<file path="config.mk">
export PLATFORM = sky130hd
export DESIGN_NAME = dmem_arbiter
export DESIGN_NICKNAME = d
export VERILOG_FILES = /design/src/rtl/dmem_arbiter.sv
export SDC_FILE = /design/constraint.sdc
export NUM_CORES = 1
export LEC_CHECK = 0
export BUFFER_PORTS_ARGS = -buffer_cell sky130_fd_sc_hd__buf_2
export CORE_AREA = 2 2 241 243
export CTS_BUF_LIST = sky130_fd_sc_hd__clkbuf_8
export CTS_CLUSTER_DIAMETER = 150
export DETAILED_ROUTE_END_ITERATION = 16
export DIE_AREA = 0 0 243 245
export GPL_ROUTABILITY_DRIVEN = 1
export PLACE_DENSITY = 0.52
export REMOVE_ABC_BUFFERS = 1
export SYNTH_ARGS = -nofsm -noshare
export SYNTH_HDL_FRONTEND = slang
export SYNTH_SLANG_ARGS = --single-unit
</file>
<file path="constraint.sdc">
create_clock -name clk -period 1.9 [get_ports clk]
set_clock_uncertainty 0.1 [all_clocks]
set_input_delay 0.19 -clock clk [delete_from_list [all_inputs] [get_ports clk]]
set_output_delay 0.19 -clock clk [all_outputs]
set_load 0.005 [all_outputs]
</file>
<file path="src/rtl/dmem_arbiter.sv">
// Two-port (CPU / HOST) arbiter and IDLE->ACCESS->RESP sequencer for the single-port data memory.
// Optional host lock chaining is enabled by defining DMEM_ARB_HOST_LOCK_EN.
//
// state  | meaning
// IDLE   | arbitrate; latch the winner's id, we, addr and wdata
// ACCESS | mem_en strobe with the latched access
// RESP   | winner's done pulse, read data capture, counter update, update last
module dmem_arbiter #(
  parameter int ADDR_W = 64,
  parameter int DATA_W = 64,
  parameter int CNT_W  = 16
) (
  input  logic              clk,
  input  logic              reset,
  input  logic              cpu_req,
  input  logic              cpu_we,
  input  logic [ADDR_W-1:0] cpu_addr,
  input  logic [DATA_W-1:0] cpu_wdata,
  output logic              cpu_done,
  output logic [DATA_W-1:0] cpu_rdata,
  output logic              cpu_stall,
  input  logic              host_req,
  input  logic              host_we,
  input  logic [ADDR_W-1:0] host_addr,
  input  logic [DATA_W-1:0] host_wdata,
  output logic              host_done,
  output logic [DATA_W-1:0] host_rdata,
  input  logic              host_lock,
  output logic              mem_en,
  output logic              mem_we,
  output logic [ADDR_W-1:0] mem_addr,
  output logic [DATA_W-1:0] mem_wdata,
  input  logic [DATA_W-1:0] mem_rdata,
  output logic [CNT_W-1:0]  cpu_cnt,
  output logic [CNT_W-1:0]  host_cnt
);

  typedef enum logic [1:0] {
    IDLE   = 2'd0,
    ACCESS = 2'd1,
    RESP   = 2'd2
  } state_t;

  state_t            state_q, state_d;
  logic              grant, pick_host;
  logic              sel_host, lat_we, last_host, lock_hold;
  logic [DATA_W-1:0] cpu_rdata_q, host_rdata_q;

`ifdef DMEM_ARB_HOST_LOCK_EN
  logic lock_q;

  // Armed by a locked host completion; only the IDLE cycle right after it can use it.
  always_ff @(posedge clk or negedge reset) begin
    if (!reset)                lock_q <= 1'b0;
    else if (state_q == RESP)  lock_q <= sel_host & host_lock;
    else if (state_q == IDLE)  lock_q <= 1'b0;
  end

  assign lock_hold = lock_q;
`else
  logic host_lock_unused;
  assign host_lock_unused = host_lock;
  assign lock_hold        = 1'b0;
`endif

  always_comb begin
    state_d   = state_q;
    grant     = 1'b0;
    pick_host = 1'b0;
    case (state_q)
      IDLE: begin
        if (cpu_req || host_req) begin
          grant   = 1'b1;
          state_d = ACCESS;
          if (cpu_req && host_req) pick_host = lock_hold | ~last_host;
          else                     pick_host = host_req;
        end
      end
      ACCESS:  state_d = RESP;
      RESP:    state_d = IDLE;
      default: state_d = IDLE;
    endcase
  end

  always_ff @(posedge clk or negedge reset) begin
    if (!reset) begin
      state_q      <= IDLE;
      sel_host     <= 1'b0;
      lat_we       <= 1'b0;
      last_host    <= 1'b1;
      mem_en       <= 1'b0;
      mem_we       <= 1'b0;
      mem_addr     <= '0;
      mem_wdata    <= '0;
      cpu_done     <= 1'b0;
      host_done    <= 1'b0;
      cpu_rdata_q  <= '0;
      host_rdata_q <= '0;
      cpu_cnt      <= '0;
      host_cnt     <= '0;
    end else begin
      state_q <= state_d;
      case (state_q)
        IDLE: begin
          if (grant) begin
            sel_host  <= pick_host;
            lat_we    <= pick_host ? host_we : cpu_we;
            mem_en    <= 1'b1;
            mem_we    <= pick_host ? host_we : cpu_we;
            mem_addr  <= pick_host ? host_addr : cpu_addr;
            mem_wdata <= pick_host ? host_wdata : cpu_wdata;
          end
        end
        ACCESS: begin
          mem_en    <= 1'b0;
          mem_we    <= 1'b0;
          mem_addr  <= '0;
          mem_wdata <= '0;
          cpu_done  <= ~sel_host;
          host_done <= sel_host;
        end
        RESP: begin
          cpu_done  <= 1'b0;
          host_done <= 1'b0;
          last_host <= sel_host;
          if (sel_host) begin
            if (!lat_we)          host_rdata_q <= mem_rdata;
            if (host_cnt != '1)   host_cnt     <= host_cnt + CNT_W'(1);
          end else begin
            if (!lat_we)          cpu_rdata_q  <= mem_rdata;
            if (cpu_cnt != '1)    cpu_cnt      <= cpu_cnt + CNT_W'(1);
          end
        end
        default: ;
      endcase
    end
  end

  // The memory's registered read port delivers data in RESP, so read data is
  // forwarded during the done cycle and held in the capture register afterwards.
  assign cpu_rdata  = (cpu_done  && !lat_we) ? mem_rdata : cpu_rdata_q;
  assign host_rdata = (host_done && !lat_we) ? mem_rdata : host_rdata_q;
  assign cpu_stall  = cpu_req & ~cpu_done;

endmodule

</file>
==> results of run 1 <==
==> worst register-to-register path, delay by kind of cell, from the launching register on <==
kind / cells / cell delay (ns)
AO/OA/AOI/OAI: 1 / 0.12
flip-flops: 1 / 0.39
AND/OR/NAND/NOR: 1 / 0.10
adder cells (fa/ha/maj): 1 / 0.17
buffers and inverters: 5 / 0.67
multiplexers: 1 / 0.21
==> final timing paths <==
path	end	cells past startpoint	startpoint	slack, ns
setup / recovery	cpu_rdata[41]	5	lat_we	-0.37
hold / removal	cpu_rdata_q[28]	3	reset	0.05
setup reg to reg	mem_addr[12]	9	state_q[0]	0.01
hold reg to reg	mem_addr[48]	1	mem_addr[48]	0.38
max in group asynchronous	mem_addr[0]	5	reset	0.49
min in group clk	host_rdata_q[2]	3	mem_rdata[2]	0.27
==> through the flow <==
stage	util, %	power [mW]	instances
finish	43.9	35.7	2910
global route	43.9	37.8	2910
CTS	42.2	34.1	2891
detailed placement	33.2	25.5	2449
global placement	33.2	25.3	2449
floorplan	-	17.9	957
==> state kept, by name (all words and copies together), names as in the netlist, 2 cells and up <==
| signal | count |
|---|---|
| cpu_rdata_q | 64 |
| mem_wdata | 64 |
| host_cnt | 16 |
| mem_addr | 64 |
| host_rdata_q | 64 |
| state_q | 2 |
| cpu_cnt | 16 |
==> area by class of cell <==
class	instances	area, um^2	area share (%)
tap	765	957	3.82
inverter	8	30.0	0.120
clock inverter	31	214	0.854
clock buffer	69	950	3.79
timing repair buffer	1087	8400	33.6
multi-input combinational	653	7050	28.2
sequential	297	7440	29.7
==> power by group <==
group	internal, mW	switching (mW)
Combinational	10.6	8.43
Sequential	8.87	1.35
Clock	3.67	2.81
==> layer usage <==
metal / global-route usage [%] / up-vias / routed length, um
li1: - / 6026 / -
met1: 22.2 / 6446 / 23900
met2: 31.3 / 593 / 29300
met3: 5.08 / 161 / 4380
met4: 12.0 / 0 / 4170
met5: 0 / - / 0
==> kinds of logic (layout without fill, tap and decap cells) <==
group	Yosys count	count (layout)	share of synthesized area, %
and+or+nand+nor	84	85	3.54
adders and majority gates	6	6	0.533
buffers and inverters	78	1195	2.54
DFF	297	297	52.8
AOI/OAI and AO/OA	146	146	8.92
xor gates and xnor gates	28	28	1.74
muxes	388	388	29.9
==> cell usage in the layout (no fill, tap or decap), drive strengths merged, types with 6 or more instances in the layout <==
cell / synthesis / layout
buf: 58 / 752
clkbuf: 12 / 76
dfrtp: 296 / 296
dlygate4sd3: 0 / 328
ha: 6 / 6
inv: 8 / 29
mux2: 259 / 259
mux2i: 129 / 129
nand2: 18 / 18
nand3: 12 / 12
nand4: 9 / 9
nor2: 11 / 11
nor3: 8 / 8
nor4: 6 / 6
o21ai: 7 / 7
o2bb2ai: 129 / 129
xnor2: 11 / 11
xor2: 17 / 17
==> timing repair <==
item	CTS	global route
pin swaps	2	9
gates cloned	6	8
setup endpoints to repair	300	309
hold buffers	328	0
endpoints found under the hold margin	559	0
resized for setup	98	134
buffers inserted	11	15
==> flow_metrics.tcl, run 1 <==
set metrics [dict create \
    vdd.ir_drop.worst_uv 1070 \
    final_antenna_net_count 0 \
    share_of_the_synthesized_area_in_the_top_cell_type_pct 52.6 \
    final_critical_path_setup_slack_ns -0.370 \
    final_setup_violation_count 128 \
    wirelength_routed_um 61700 \
    final-hold-violation-count 0 \
    average_footprint_of_a_synthesized_cell_um2 13.7 \
    core_area_um2 57000 \
    timing.slew.headroom_pct 62.2 \
    max_slew_violations 0 \
    finalHoldWorstSlack_ns 0.0538 \
    post_drt_wl_per_cell_um 21.2 \
    tritoncts "built" \
    path_max_fanout 9 \
    layout.nets 2435 \
    grt_pass1_wl_um 87700 \
    synthTopCellsByCount "sky130_fd_sc_hd__dfrtp_1 (296), sky130_fd_sc_hd__mux2_2 (253), sky130_fd_sc_hd__mux2i_1 (129), sky130_fd_sc_hd__o2bb2ai_1 (129), sky130_fd_sc_hd__buf_2 (52)" \
    worst_skew_pair.late_latency_ns 0.61 \
    top_delay_family_on_crit_path "flip-flops" \
    timing.critical_path.slowest_cell_delay_ns 0.43 \
    floorplan.initialDensity_pct 24.7 \
    critPathSlowestCell "sky130_fd_sc_hd__dfrtp_2" \
    grt_pass1_vias 14300 \
    crit_chain "nand2b_4 -> buf_12 -> buf_12 -> mux2_4 -> buf_6" \
    cts.root.buffer_cell "sky130_fd_sc_hd__clkbuf_8" \
    number_of_synthesized_flops_with_an_enable_pin 0 \
    yosys_warnings 0 \
    cp_common_cell "sky130_fd_sc_hd__buf_12" \
    power.density_nw_per_um2 1430 \
    floorplan.die.width_um 243 \
    drc 0 \
    max_freq_mhz 440 \
    post-dp-hpwl_um 39800 \
    arrival_ns 1.98 \
    syn-cell-area_um2 14100 \
    synthToLayoutAreaGrowth_pct 77.8 \
    grt_max_degree 86 \
    placementRows 88 \
    final_period_utilization_pct 119 \
    grt_antenna_before_repair 0 \
    fin_setup_tns_ns -41.44 \
    result_of_the_run "finished, violations left" \
    failing_checks "setup timing" \
    h-tree-depth 2 \
    most_common_cell_in_the_netlist "sky130_fd_sc_hd__dfrtp_1" \
    buffer_and_inverter_count_on_the_worst_path 3 \
    cts_inserted_buffers 55 \
    io_pins 620 \
    firstDrtPassIters 4 \
    count_of_maximum_capacitance_violations 0 \
    placement.cell_area_um2 19000 \
    p_leak_nw 12.4 \
    unique_cell_type_count_in_the_yosys_netlist 42 \
    final_layout_size_suffix_gt1_share_pct 55.1 \
    postSynthCellCount 1027 \
    tightest_slew_ns 0.567 \
    cts.clk_slew.worst_paths_ns 0.06 \
    numPortBuffers 618 \
    antennaDiodeCount 0 \
    area_enclosed_by_the_die_boundary_um2 59500 \
    timing.setup.critical_path_class "reg2out" \
    cts_num_sinks 297 \
    synth_area_leaders "sky130_fd_sc_hd__dfrtp_1 (53%), sky130_fd_sc_hd__mux2_2 (20%), sky130_fd_sc_hd__mux2i_1 (9.2%), sky130_fd_sc_hd__o2bb2ai_1 (8.0%), sky130_fd_sc_hd__buf_2 (1.8%)" \
    synth-seq-area-share_pct 52.8 \
    setup_ws_pre_cts_ns -0.216 \
    timing.final.crit_period_ns 2.27 \
    final_area_um2 25000 \
    groute.usage.overall_pct 19.1 \
    drtIter0Drc 444 \
    synthDominantAreaCellType "sky130_fd_sc_hd__dfrtp_1" \
    timing.critical_path.to_type "output port" \
    synth_async_sr_flop_share_pct 100 \
    floorplan.die.height_um 245 \
    finalWeightedCongestion 0.988 \
    setup.worst_path.start_class "register" \
    drt-vias-per-instance 4.55 \
    clock_path_buffers 3 \
    postSynth.topFlopCell "sky130_fd_sc_hd__dfrtp_1" \
    worstPathRequired_ns 1.61 \
    synth.ff_latch_count 297 \
    worstHoldPathType "in2async" \
    grt.overflow.total 0 \
    n_fill_cell 5184 \
    dr_total_vias 13200 \
    grt_setup_unrepaired "true" \
]
Power figures use the tool's default switching activity.
==> run 2: changes to the inputs <==
- CELL_PAD_IN_SITES_DETAIL_PLACEMENT: default -> 0
- CELL_PAD_IN_SITES_GLOBAL_PLACEMENT: default -> 1
- CORE_AREA: 2 2 241 243 -> 2 2 243 245
- CTS_BUF_LIST: sky130_fd_sc_hd__clkbuf_8 -> sky130_fd_sc_hd__clkbuf_16
- DIE_AREA: 0 0 243 245 -> 0 0 245 247
- MAX_ROUTING_LAYER: default -> met4
- PLACE_DENSITY: 0.52 -> 0.62
==> run 2 against run 1 <==
Effect of this change: sequential share of layout area rose by 0.82 points; the run still ends with setup timing left; largest cell class unchanged; highest routed layer unchanged; total power fell by 3.0%; global-route usage fell by 0.35 points.
==> flow_metrics.tcl, run 2 (same netlist as run 1, synthesis figures left out) <==
set metrics [dict create \
    area_used_by_multi_input_combinational_logic_um2 6640 \
    grt_max_degree 77 \
    path_max_fanout 7 \
    most_frequent_cells_in_the_layout "sky130_fd_sc_hd__buf_2 (571), sky130_fd_sc_hd__dlygate4sd3_1 (324), sky130_fd_sc_hd__dfrtp_1 (294)" \
    power_frac_seq_pct 29.4 \
    p_leak_nw 12.2 \
    combinational_cell_fraction_of_total_power_pct 51.9 \
    cts_num_sinks 297 \
    failing_checks "setup timing" \
    floorplan.die.height_um 247 \
    drc 0 \
    grt_setup_unrepaired "true" \
    timing.final.crit_period_ns 2.22 \
    vdd.ir_drop.worst_uv 879 \
    worstHoldPathType "in2async" \
    cts_inserted_buffers 36 \
    antennaDiodeCount 0 \
    seqCellArea_um2 7440 \
    tightest_slew_ns 0.454 \
    final_critical_path_setup_slack_ns -0.318 \
    p_sw_mw 12.0 \
    final_antenna_net_count 0 \
    h-tree-depth 2 \
    floorplan.die.width_um 245 \
    finalCoreUtilization_pct 41.8 \
    timing.critical_path.to_type "output port" \
    final-hold-violation-count 0 \
    floorplan.initialDensity_pct 24.2 \
    max_freq_mhz 451 \
    count_of_maximum_capacitance_violations 0 \
    worstPathRequired_ns 1.61 \
    final_layout_size_suffix_gt1_share_pct 52.3 \
    grt.overflow.total 0 \
    drtIter0Drc 481 \
    swShare_pct 34.7 \
    layout.nets 2411 \
    tritoncts "built" \
    power.clock.fraction_pct 18.7 \
    firstDrtPassIters 4 \
    drt-vias-per-instance 4.46 \
    placementRows 89 \
    number_of_placed_cells_counting_well_taps 2464 \
    fin_setup_tns_ns -35.09 \
    n_fill_cell 5352 \
    core_area_um2 58200 \
    cts.clk_slew.worst_paths_ns 0.06 \
    io_pins 620 \
    numPortBuffers 618 \
    grt_pass1_wl_um 83500 \
    most_common_cell_after_layout_fill_and_taps_aside "sky130_fd_sc_hd__buf_2" \
    cts.root.buffer_cell "sky130_fd_sc_hd__clkbuf_16" \
    groute.usage.overall_pct 18.7 \
    area_enclosed_by_the_die_boundary_um2 60500 \
    final_setup_violation_count 128 \
    max_slew_violations 0 \
    result_of_the_run "finished, violations left" \
    power.density_nw_per_um2 1420 \
    finalWeightedCongestion 0.818 \
    grt_pass1_vias 13600 \
    finalHoldWorstSlack_ns 0.0280 \
    timing.setup.critical_path_class "reg2out" \
    final_period_utilization_pct 117 \
    clock_path_buffers 3 \
    fin_cells 2875 \
    post_drt_wl_per_cell_um 20.4 \
    internal-power_mw 22.6 \
    post-dp-hpwl_um 40400 \
    dr_total_vias 12800 \
    wirelength_routed_um 58700 \
    synthToLayoutAreaGrowth_pct 73.1 \
    setup.worst_path.start_class "register" \
    grt_antenna_before_repair 0 \
    worst_skew_pair.late_latency_ns 0.53 \
    timing.slew.headroom_pct 69.7 \
    arrival_ns 1.93 \
]
run 2: critical path, stage by stage, from the launching register on:
cell                       delay, ns
sky130_fd_sc_hd__dfrtp_2        0.44
sky130_fd_sc_hd__nand2b_4       0.20
sky130_fd_sc_hd__buf_12         0.16
sky130_fd_sc_hd__buf_12         0.14
sky130_fd_sc_hd__mux2_4         0.33
sky130_fd_sc_hd__buf_6          0.12
run 2: area by class of cell:
type,instances,area share [%]
Sequential cell,297,30.5
Clock buffer,37,3.80
Multi-Input combinational cell,653,27.3
Clock inverter,25,0.662
Inverter,8,0.123
Tap cell,773,3.97
Timing Repair Buffer,1082,33.7
run 2: timing repair:
item,CTS,global route
hold buffers,324,0
hold endpoints to repair,509,0
gates resized for setup,50,91
gates cloned,7,1
setup buffers,16,4
pin swaps,2,2
setup endpoints to repair,351,219
run 2: per-stage QoR:
step | setup slack (ns) | cell area [um^2] | power (mW)
final | -0.318 | 24400 | 34.7
after CTS | -0.408 | 23900 | 34.1
after detailed placement | -0.247 | 19000 | 25.5
after global placement | -0.326 | 19000 | 25.2
after floorplan | -6.12 | 13800 | 17.9
after global routing | -0.381 | 24400 | 36.7
run 2: layer usage:
layer | routed length (um) | vias up | global-route usage [%]
met5 | 0 | - | -
met4 | 3930 | 0 | 10.5
met3 | 4240 | 132 | 4.89
met2 | 27300 | 515 | 30.3
met1 | 23300 | 6209 | 21.1
li1 | - | 5958 | -
run 2: power groups by stage:
stage	logic [mW]	registers [mW]	clock network (mW)
after floorplan	7.22	10.7	0
after global placement	15.1	10.1	0
after detailed placement	15.2	10.2	0
after CTS	17.2	10.1	6.68
after global routing	19.2	10.5	6.99
final	18.0	10.2	6.47
run 2: path summary, 6_finish.rpt:
| kind | from | to | cells after the start | slack (ns) |
|---|---|---|---|---|
| max in group asynchronous | reset | mem_wdata[1] | 3 | 0.91 |
| max | lat_we | host_rdata[2] | 5 | -0.32 |
| min in group clk | host_addr[62] | mem_addr[62] | 4 | 0.05 |
| min reg2reg | mem_addr[59] | mem_addr[59] | 1 | 0.38 |
| min | reset | host_rdata_q[5] | 2 | 0.03 |
| max reg2reg | state_q[0] | cpu_rdata_q[58] | 7 | 0.03 |
